$ cat src/rtl/dm_bus_pkg.sv
`default_nettype none
// dm_bus_pkg: lock FSM encoding and byte-lane legality table shared by the data-memory arbiter.
package dm_bus_pkg;

  typedef enum logic [1:0] {
    OPEN  = 2'd0,
    LOCK0 = 2'd1,
    LOCK1 = 2'd2
  } lock_state_e;

  localparam logic [3:0] BE_READ  = 4'b0000;
  localparam logic [3:0] BE_WORD  = 4'b1111;
  localparam logic [3:0] BE_HALF0 = 4'b0011;
  localparam logic [3:0] BE_HALF1 = 4'b1100;
  localparam logic [3:0] BE_BYTE0 = 4'b0001;
  localparam logic [3:0] BE_BYTE1 = 4'b0010;
  localparam logic [3:0] BE_BYTE2 = 4'b0100;
  localparam logic [3:0] BE_BYTE3 = 4'b1000;

  // True when the enabled lanes form a naturally aligned access at this byte offset.
  function automatic logic lane_ok(input logic [3:0] be, input logic [1:0] off);
    logic ok;
    case (be)
      BE_READ:                      ok = 1'b1;
      BE_WORD, BE_HALF0, BE_BYTE0:  ok = (off == 2'd0);
      BE_BYTE1:                     ok = (off == 2'd1);
      BE_HALF1, BE_BYTE2:           ok = (off == 2'd2);
      BE_BYTE3:                     ok = (off == 2'd3);
      default:                      ok = 1'b0;
    endcase
    return ok;
  endfunction

endpackage
`default_nettype wire

$ cat src/rtl/dm_access_check.sv
`default_nettype none
// dm_access_check: combinational legality check of one requester's address and byte enables.
module dm_access_check
  import dm_bus_pkg::*;
#(
  parameter int DEPTH_WORDS = 4096
) (
  input  logic [31:0] addr,
  input  logic [3:0]  byteen,
  output logic        illegal
);

  logic in_range;

  assign in_range = (addr >> 2) < 32'(DEPTH_WORDS);
  assign illegal  = !lane_ok(byteen, addr[1:0]) || !in_range;

endmodule
`default_nettype wire

$ cat src/rtl/dm_arbiter.sv
`default_nettype none
// dm_arbiter: two-port round-robin data-memory arbiter with lock support and registered responses.
module dm_arbiter
  import dm_bus_pkg::*;
#(
  parameter int DEPTH_WORDS = 4096
) (
  input  logic        clk,
  input  logic        reset,
  input  logic        req0,
  input  logic        req1,
  input  logic [31:0] addr0,
  input  logic [31:0] addr1,
  input  logic [31:0] wdata0,
  input  logic [31:0] wdata1,
  input  logic [3:0]  byteen0,
  input  logic [3:0]  byteen1,
  input  logic        lock0,
  input  logic        lock1,
  output logic        gnt0,
  output logic        gnt1,
  output logic        rvalid0,
  output logic        rvalid1,
  output logic [31:0] rdata0,
  output logic [31:0] rdata1,
  output logic        err0,
  output logic        err1,
  output logic [31:0] mem_addr,
  output logic [31:0] mem_wdata,
  output logic [3:0]  mem_byteen,
  input  logic [31:0] mem_rdata
);

  lock_state_e state, state_next;
  logic        last_gnt;
  logic        illegal0, illegal1;
  logic        elig0, elig1;
  logic        sel_illegal, sel_lock;

  dm_access_check #(.DEPTH_WORDS(DEPTH_WORDS)) u_check0 (
    .addr    (addr0),
    .byteen  (byteen0),
    .illegal (illegal0)
  );

  dm_access_check #(.DEPTH_WORDS(DEPTH_WORDS)) u_check1 (
    .addr    (addr1),
    .byteen  (byteen1),
    .illegal (illegal1)
  );

  // A locked state shuts out the other port even when the holder is idle.
  always_comb begin
    elig0 = req0 && !reset && (state != LOCK1);
    elig1 = req1 && !reset && (state != LOCK0);
    gnt0  = elig0 && (!elig1 || last_gnt);
    gnt1  = elig1 && (!elig0 || !last_gnt);
  end

  always_comb begin
    mem_addr    = 32'd0;
    mem_wdata   = 32'd0;
    mem_byteen  = 4'd0;
    sel_illegal = 1'b0;
    sel_lock    = 1'b0;
    if (gnt0) begin
      mem_addr    = {addr0[31:2], 2'b00};
      mem_wdata   = wdata0;
      mem_byteen  = illegal0 ? 4'd0 : byteen0;
      sel_illegal = illegal0;
      sel_lock    = lock0;
    end else if (gnt1) begin
      mem_addr    = {addr1[31:2], 2'b00};
      mem_wdata   = wdata1;
      mem_byteen  = illegal1 ? 4'd0 : byteen1;
      sel_illegal = illegal1;
      sel_lock    = lock1;
    end
  end

  // An erroring access that asks for the lock leaves the state untouched.
  always_comb begin
    state_next = state;
    if (gnt0 || gnt1) begin
      if (!sel_lock) begin
        state_next = OPEN;
      end else if (!sel_illegal) begin
        state_next = gnt0 ? LOCK0 : LOCK1;
      end
    end
  end

  always_ff @(posedge clk) begin
    if (reset) begin
      state    <= OPEN;
      last_gnt <= 1'b1;
    end else begin
      state <= state_next;
      if (gnt0) begin
        last_gnt <= 1'b0;
      end else if (gnt1) begin
        last_gnt <= 1'b1;
      end
    end
  end

  always_ff @(posedge clk) begin
    if (reset) begin
      rvalid0 <= 1'b0;
      rvalid1 <= 1'b0;
      err0    <= 1'b0;
      err1    <= 1'b0;
      rdata0  <= 32'd0;
      rdata1  <= 32'd0;
    end else begin
      rvalid0 <= gnt0;
      rvalid1 <= gnt1;
      err0    <= gnt0 && illegal0;
      err1    <= gnt1 && illegal1;
      rdata0  <= (gnt0 && !illegal0 && byteen0 == BE_READ) ? mem_rdata : 32'd0;
      rdata1  <= (gnt1 && !illegal1 && byteen1 == BE_READ) ? mem_rdata : 32'd0;
    end
  end

endmodule
`default_nettype wire
$ cat config.mk
export PLATFORM = sky130hd
export DESIGN_NAME = dm_arbiter
export DESIGN_NICKNAME = d
export VERILOG_FILES = /design/src/rtl/dm_bus_pkg.sv /design/src/rtl/dm_access_check.sv /design/src/rtl/dm_arbiter.sv
export SDC_FILE = /design/constraint.sdc
export NUM_CORES = 1
export LEC_CHECK = 0
export CORE_AREA = 2 2 122 124
export DETAILED_ROUTE_END_ITERATION = 8
export DIE_AREA = 0 0 124 126
export HOLD_SLACK_MARGIN = 0.03
export SLEW_MARGIN = 5
export SYNTH_ARGS = -nofsm -noshare
export SYNTH_HDL_FRONTEND = slang
export SYNTH_SLANG_ARGS = --single-unit
export TNS_END_PERCENT = 30
$ cat constraint.sdc
create_clock -name clk -period 5.5 [get_ports clk]
set_input_delay 1.65 -clock clk [delete_from_list [all_inputs] [get_ports clk]]
set_output_delay 1.65 -clock clk [all_outputs]
set_load 0.005 [all_outputs]
==> key figures, run 1 <==
Finish
  • Final cell count without fillers: around 830
  • Fraction of layout instances using a drive strength above 1: 13.7%
  • Filler cell count in the final layout: 1304
  • Antenna diodes: 0
  • Total area of sequential cells: 1420 um^2
  • Signed area change from the synthesized netlist to the final layout: 135%
  • Area used by multi-input combinational logic: 1530 um^2
  • Final Net Count: between 800 and 900

Synth
  • Asr flop ratio synth: 0%
  • Cell types with the largest area share after synthesis: sky130_fd_sc_hd__dfxtp_1 47%, sky130_fd_sc_hd__a22o_1 18%, sky130_fd_sc_hd__and2_1 6.8%
  • Share of synthesized area occupied by flip-flops and latches: between 40 and 50%
  • Number of distinct standard cells referenced by the synthesized netlist: 46
  • Avg Cell Area, Syn: slightly above 10 um^2
  • Synth top area share: 46.6%
  • Mapped Cells: between 200 and 300
  • Flops & latches, synth: 71
  • EDFF count, synth: 0
  • Total of warnings raised by yosys: 0
  • Area of the mapped netlist: roughly 3000 um^2
  • Cell taking the most area after synthesis: sky130_fd_sc_hd__dfxtp_1
  • Post-synth top flop: sky130_fd_sc_hd__dfxtp_1

Die
  • Rows: 44
  • Die Width: about 120 um
  • Top-Level Pins: 312
  • Initial core utilization: 21.3%
  • Die area: about 16000 um^2
  • Floorplan die height: 126 um
  • Placeable core region: 14300 um^2

Power and ir drop
  • Static power due to leakage: 3.66 nW
  • Cell area power density: about 200 nW/um^2
  • Proportion of power drawn by the clock network: 42.2%
  • Sequential group share of total power: a little over a third
  • Net switching power of the design: approximately 310 uW
  • Peak VDD IR: 0.000123 V
  • Post-layout power: 1.44 mW
  • Internal Pwr Total: 1.13 mW
  • Proportion of power drawn by combinational gates: a little over a fifth
  • Net switching fraction of the power: 21.7%

Routing
  • Metal1 wirelength: a little under 5000 um
  • Routed length per placed instance: 16.5 um
  • Metal3 WL: 1380 um
  • Number of DRC violations after detailed-routing iteration 0: 154
  • Drt via density: 4.51
  • Antenna-violating nets left: 0
  • Number of optimization iterations in the first detailed-route pass: 4
  • Final WL: 13600 um
  • Total number of vias: between 3000 and 4000
  • Topmost layer with routed signal wires: met4
  • Length of routed met2 wiring: 7130 um
  • Drt drc: 0

STA
  • Period Utilization, post-route: around 99%
  • Final period demand of the worst path: 5450 ps
  • Final-layout setup total negative slack: 0 ps
  • PnR worst setup slack: 48.0 ps
  • Final setup skew: 3.13 ps
  • Hold slack final: 613 ps
  • Number of max-slew violations in the final report: 0
  • RSZ-0062 raised after global routing: true
  • Number of endpoints failing setup at the final stage: 0
  • Hold Violations, Final: 0
  • Maximum clock rate: 183 MHz

Worst setup path
  • Maximum single-stage delay on the critical path: 490 ps
  • Critical path type: primary input to primary output
  • Max FO, Critical Path: 15
  • Series of cell instances along the critical path: clkdlybuf4s50_1 -> nor2b_1 -> maj3_2 -> nor3b_4 -> buf_6 -> buf_12 -> buf_12 -> a22o_1 -> clkdlybuf4s50_1
  • Category of cells accounting for the largest share of critical-path delay: buffers and inverters
  • Data required time at the worst endpoint: 3850 ps
  • Element type at the critical path end: primary output
  • Worst path buffer plus inverter count: 5
  • Arrival time of the worst setup path: 3800 ps
  • Critical-path cell with the highest stage delay: sky130_fd_sc_hd__clkdlybuf4s50_1
  • CP startpoint kind: primary input

CTS
  • Number of hold buffers added after CTS: 0
  • Max H-tree Level: 3
  • Clock transition at the registers of the reported paths: 50 ps
  • Clock Root Buffer: sky130_fd_sc_hd__clkbuf_16
  • Clock Latency Late Sink: 320 ps
  • Clock tree from TritonCTS: yes
  • Deepest clock path buffer count: 2
  • Clock Sinks: 71
  • CTS buffer count: 9

Place
  • Place WS: -353 ps
  • Placed cell count: 803
  • Count of port buffers added during placement: 309
  • RD Place Congestion: 0.792
  • Half-perimeter wire length after detailed placement: 11000 um

GRT
  • Number of antenna violations at the first check in global routing: 0
  • GRT Util Overall: 16.3%
  • Largest net degree at the start of global routing: 67
  • Wire length of the first global-routing pass: 19700 um
  • Vias in the first global route: 3856
  • Aggregate global routing overflow: 0

Min path
  • Path type of the worst min-delay path: register to register

Flow run
  • Reported max-cap violation count: 0

Run status
  • Status: completed
## cell usage in the layout, fill, tap and decap left out, drive strengths merged, types with 4 or more instances in the layout
cell,synthesis,routed
clkdlybuf4s50,0,240
dfxtp,71,71
a22o,66,66
dlymetal6s2s,0,50
buf,15,45
and2,33,33
and3,32,32
dlygate4sd2,0,18
clkbuf,11,9
inv,5,7
nor4,7,7
or4,6,6
a21oi,5,5
o21ai,5,5
nor2b,4,4
nand2,4,4
nor2,4,4
nor3b,4,4
## repair_timing
item                       in CTS  in global routing
pin swaps                      11                  5
hold endpoints to repair        0                  0
setup endpoints to repair      62                 52
cloned                          1                  0
resized for setup              29                 54
buffers inserted                6                  3
## layout make-up
type | instances | area share (%)
inverter | 5 | 0.262
clock buffer | 9 | 3.15
sequential | 71 | 19.9
tap | 184 | 3.22
timing repair buffer | 355 | 50.8
clock inverter | 7 | 1.33
multi-input combinational | 197 | 21.4
## layer usage
layer,vias to the layer above,global-route usage [%]
li1,1795,-
met1,1720,16.0
met2,203,31.3
met3,20,5.30
met4,0,5.29
met5,-,0
## registers in the layout, summed over array words and instances, names as in the netlist
register  flops
last_gnt      1
state         2
err0          1
rdata1       32
rvalid1       1
rdata0       32
err1          1
rvalid0       1
## power groups by stage
stage	sequential [mW]	clock (mW)	combinational (mW)
after floorplan	0.530	0	0.0729
after global placement	0.530	0	0.317
after detailed placement	0.530	0	0.320
after CTS	0.519	0.622	0.323
after global routing	0.519	0.645	0.336
final	0.519	0.610	0.315
## metrics by stage
| stage | cell area, um^2 | util (%) |
|---|---|---|
| finish | 7160 | 50.0 |
| global route | 7160 | 50.0 |
| CTS | 6990 | 48.8 |
| detailed placement | 6580 | 46.0 |
| global placement | 6580 | 46.0 |
| floorplan | 3050 | - |
## logic make-up after synthesis
kind of cell,synth area share (%)
AOI/OAI and AO/OA,24.0
and+or+nand+nor,23.0
adders and majority gates,0.657
DFF,46.6
buffers and inverters,5.58
other,0.123
## synthesized netlist by cell type, drive strengths merged (2+ instances only)
library cell,count
o21ai,5
nor2b,4
dfxtp,71
nor4,7
nand2b,2
buf,15
nand2,4
a22o,66
nor3b,4
and3,32
a21boi,2
a211oi,2
maj3,2
and2,33
a21oi,5
nor2,4
inv,5
or4,6
o22ai,2
clkbuf,11
## tightest hold or removal path: stages (launching register included)
cell	delay, ps
sky130_fd_sc_hd__dfxtp_1	350
sky130_fd_sc_hd__a21oi_1	130
sky130_fd_sc_hd__or2_2	100
## worst paths after layout
check,startpoint,endpoint,slack (ps),cells past startpoint
hold / removal,state[0]$_SDFFE_PP0P_,last_gnt$_SDFFE_PP1P_,610,2
hold reg to reg,state[0]$_SDFFE_PP0P_,last_gnt$_SDFFE_PP1P_,610,2
setup reg to reg,state[0]$_SDFFE_PP0P_,rdata0[20]$_SDFF_PP0_,3080,11
setup / recovery,req1,mem_wdata[7],50,9
(Power assumes the default switching activity.)
==> inputs of run 2 (changes only) <==
- ABC_CLOCK_PERIOD_IN_PS: unset -> 5500
==> results of run 2 <==
Same layout as run 1: the final DEF is identical, and so are final timing and power.
==> inputs of run 3 (changes only) <==
- PLACE_DENSITY: unset -> 0.71
==> run 3 against run 2 <==
Compared with the run above: sequential power is essentially flat; via count grew 0.29%; core utilization fell by 1.7 points; first-iteration DRC count rose by 27%; total power decreased by 4.1%; maximum frequency increased by 1.4%; worst hold slack improved by 20 ps; register-to-register slack worse by 20 ps; die area unchanged; critical path type unchanged.
==> key figures, run 3 (synthesis results as in run 1) <==
Die
  • Floorplan die height: 126 um (unchanged)
  • Top-Level Pins: 312 (unchanged)
  • Die area: 15600 um^2 (unchanged)
  • Rows: 44 (unchanged)
  • Placeable core region: 14300 um^2 (unchanged)
  • Die Width: 124 um (unchanged)
  • Initial core utilization: 21.3% (unchanged)

Min path
  • Number of cells traversed by the worst hold path: 2 (unchanged)
  • Hold-critical path endpoint: state[1]$_SDFFE_PP0P_
  • Worst min-delay path startpoint: state[1]$_SDFFE_PP0P_
  • Path type of the worst min-delay path: register to register

Routing
  • Number of DRC violations after detailed-routing iteration 0: 196 (+27%)
  • Final WL: 14100 um (+3.8%)
  • Metal1 wirelength: 5420 um (+12%)
  • Topmost layer with routed signal wires: met4
  • Total number of vias: 3749 (+0.29%)
  • Drt via density: 4.60 (+1.9%)
  • Number of optimization iterations in the first detailed-route pass: 5 (+1)
  • Drt drc: 0 (unchanged)
  • Routed length per placed instance: 17.4 um (+5.5%)
  • Metal3 WL: 1330 um (-3.4%)
  • Length of routed met2 wiring: 7130 um (about the same)
  • Antenna-violating nets left: 0 (unchanged)

Place
  • RD Place Congestion: 1.08 (+37%)
  • Placed cell count: 790 (-1.6%)
  • Half-perimeter wire length after detailed placement: 11300 um (+2.9%)
  • Count of port buffers added during placement: 309 (unchanged)

Worst setup path
  • Most repeated library cell on the critical path: sky130_fd_sc_hd__clkdlybuf4s50_1
  • Critical path type: primary input to primary output
  • Critical-path cell with the highest stage delay: sky130_fd_sc_hd__clkdlybuf4s50_1
  • Logic depth of the worst register-to-register path: 11 (unchanged)
  • Max FO, Critical Path: 24 (+9)
  • Flop2flop setup slack: 3060 ps (-20 ps)
  • Category of cells accounting for the largest share of critical-path delay: buffers and inverters
  • Data required time at the worst endpoint: 3850 ps (about the same)
  • Endpoint of the most critical register-to-register path: rdata0[1]$_SDFF_PP0_
  • Critical register-to-register path startpoint: state[0]$_SDFFE_PP0P_
  • Series of cell instances along the critical path: clkdlybuf4s50_1 -> nand2_1 -> maj3_1 -> nand3b_1 -> inv_2 -> buf_4 -> a22o_4 -> clkdlybuf4s50_1
  • Element type at the critical path end: primary output
  • Maximum single-stage delay on the critical path: 480 ps (about the same)
  • Worst path buffer plus inverter count: 4 (-1)
  • CP startpoint kind: primary input
  • Arrival time of the worst setup path: 3730 ps (-70 ps)

Finish
  • Final Net Count: 800 (-1.6%)
  • Largest registers in the final layout: rdata0 (32), rdata1 (32), state (2)
  • Most frequent cells in the layout: 262 x sky130_fd_sc_hd__clkdlybuf4s50_1, 71 x sky130_fd_sc_hd__dfxtp_1, 58 x sky130_fd_sc_hd__a22o_1
  • Fraction of layout instances using a drive strength above 1: 11.7% (-1.9 points)
  • Most frequent standard cell in the layout excluding fill and tap cells: sky130_fd_sc_hd__clkdlybuf4s50_1
  • Signed area change from the synthesized netlist to the final layout: 127%
  • Final cell count without fillers: 815 (-1.6%)
  • Antenna diodes: 0 (unchanged)
  • Filler cell count in the final layout: 1319 (+1.2%)

STA
  • Number of endpoints failing setup at the final stage: 0 (unchanged)
  • Number of max-slew violations in the final report: 0 (unchanged)
  • RSZ-0062 raised after global routing: false
  • Final period demand of the worst path: 5380 ps (-74.3 ps)
  • Final setup skew: 1.98 ps (-1.16 ps)
  • Hold Violations, Final: 0 (unchanged)
  • Maximum clock rate: 186 MHz (+1.4%)
  • Period Utilization, post-route: 97.8% (-1.4 points)

CTS
  • Deepest clock path buffer count: 2 (unchanged)
  • Clock tree from TritonCTS: yes
  • Number of hold buffers added after CTS: 0 (unchanged)
  • Clock transition at the registers of the reported paths: 50 ps (about the same)
  • Clock Sinks: 71 (unchanged)
  • Max H-tree Level: 3 (unchanged)
  • Clock Root Buffer: sky130_fd_sc_hd__clkbuf_16
  • CTS buffer count: 9 (unchanged)
  • Clock Latency Late Sink: 310 ps (about the same)

GRT
  • Aggregate global routing overflow: 0 (unchanged)
  • Vias in the first global route: 3767 (-2.3%)
  • GRT Util Overall: 17.1% (+0.80 points)
  • Wire length of the first global-routing pass: 20300 um (+3.4%)
  • Largest net degree at the start of global routing: 43 (-36%)
  • Number of antenna violations at the first check in global routing: 0 (unchanged)

Power and ir drop
  • Cell area power density: 200 nW/um^2 (-0.61%)
  • Peak VDD IR: 0.000132 V (+7.3%)
  • Post-layout power: 1.39 mW (-4.1%)
  • Static power due to leakage: 2.97 nW (-19%)

Run status
  • Status: completed

Flow run
  • Reported max-cap violation count: 0 (unchanged)
[run 3: changes by cell type in the layout (fill, tap and decap cells not counted), moves of 14 or more]
cell / previous run / this run
sky130_fd_sc_hd__dlymetal6s2s_1: 50 / 8
sky130_fd_sc_hd__buf_4: 39 / 25
sky130_fd_sc_hd__clkdlybuf4s50_1: 240 / 262
sky130_fd_sc_hd__dlygate4sd2_1: 18 / 38
[run 3: worst max-delay path by stage]
stage | end | depth (start not counted) | startpoint | slack (ps)
final | mem_wdata[5] | 8 | req0 | 120
after global routing | mem_byteen[1] | 10 | addr0[17] | 4
after CTS | mem_byteen[1] | 11 | req1 | -20
after detailed placement | mem_byteen[0] | 8 | addr0[16] | -250
after global placement | mem_byteen[2] | 8 | addr0[17] | -250
after floorplan | mem_byteen[0] | 4 | addr0[28] | 630
[run 3: tightest hold or removal path, cell delays in order (launching register included)]
cell and delay (ps):
sky130_fd_sc_hd__dfxtp_1 370, sky130_fd_sc_hd__o21bai_1 160, sky130_fd_sc_hd__a311oi_1 50
[run 3: area by class of cell]
| cell class | count | area, um^2 | area share [%] |
|---|---|---|---|
| inverters | 5 | 18.8 | 0.272 |
| clock buffers | 13 | 250 | 3.62 |
| repair buffers | 342 | 3410 | 49.3 |
| flip-flops and latches | 71 | 1420 | 20.6 |
| multi-input cells | 197 | 1540 | 22.3 |
| well taps | 184 | 230 | 3.33 |
| clock inverters | 3 | 42.5 | 0.616 |
[run 3: per-layer routing]
layer | global-route usage (%) | vias up
li1 | - | 1771
met1 | 20.1 | 1730
met2 | 30.2 | 227
met3 | 4.03 | 21
met4 | 5.29 | 0
met5 | 0 | -
[run 3: where the power goes]
part | switching, mW | total [mW] | leakage, nW | internal (mW)
registers | 0.00177 | 0.519 | 0.573 | 0.518
clock network | 0.190 | 0.552 | 0.140 | 0.363
logic | 0.105 | 0.314 | 2.26 | 0.208
total | 0.296 | 1.39 | 2.97 | 1.09
[run 3: timing repair]
action,in CTS,in global routing
pin swaps,12,9
buffers inserted,8,1
gates resized for setup,52,17
hold endpoints to repair,0,0
setup endpoints to repair,56,34
cloned,0,1
[run 3: stage by stage]
stage	instance area [um^2]	utilization, %	setup slack [ps]	TNS, ps	hold WS, ps
4_1_cts	6810	47.6	-19.7	-50.2	618
2_1_floorplan	3050	-	631	0	542
5_1_grt	6910	48.3	4.19	0	662
6_report	6910	48.3	122	0	632
3_5_place_dp	6440	45.0	-247	-7880	604
3_3_place_gp	6440	45.0	-249	-6670	574
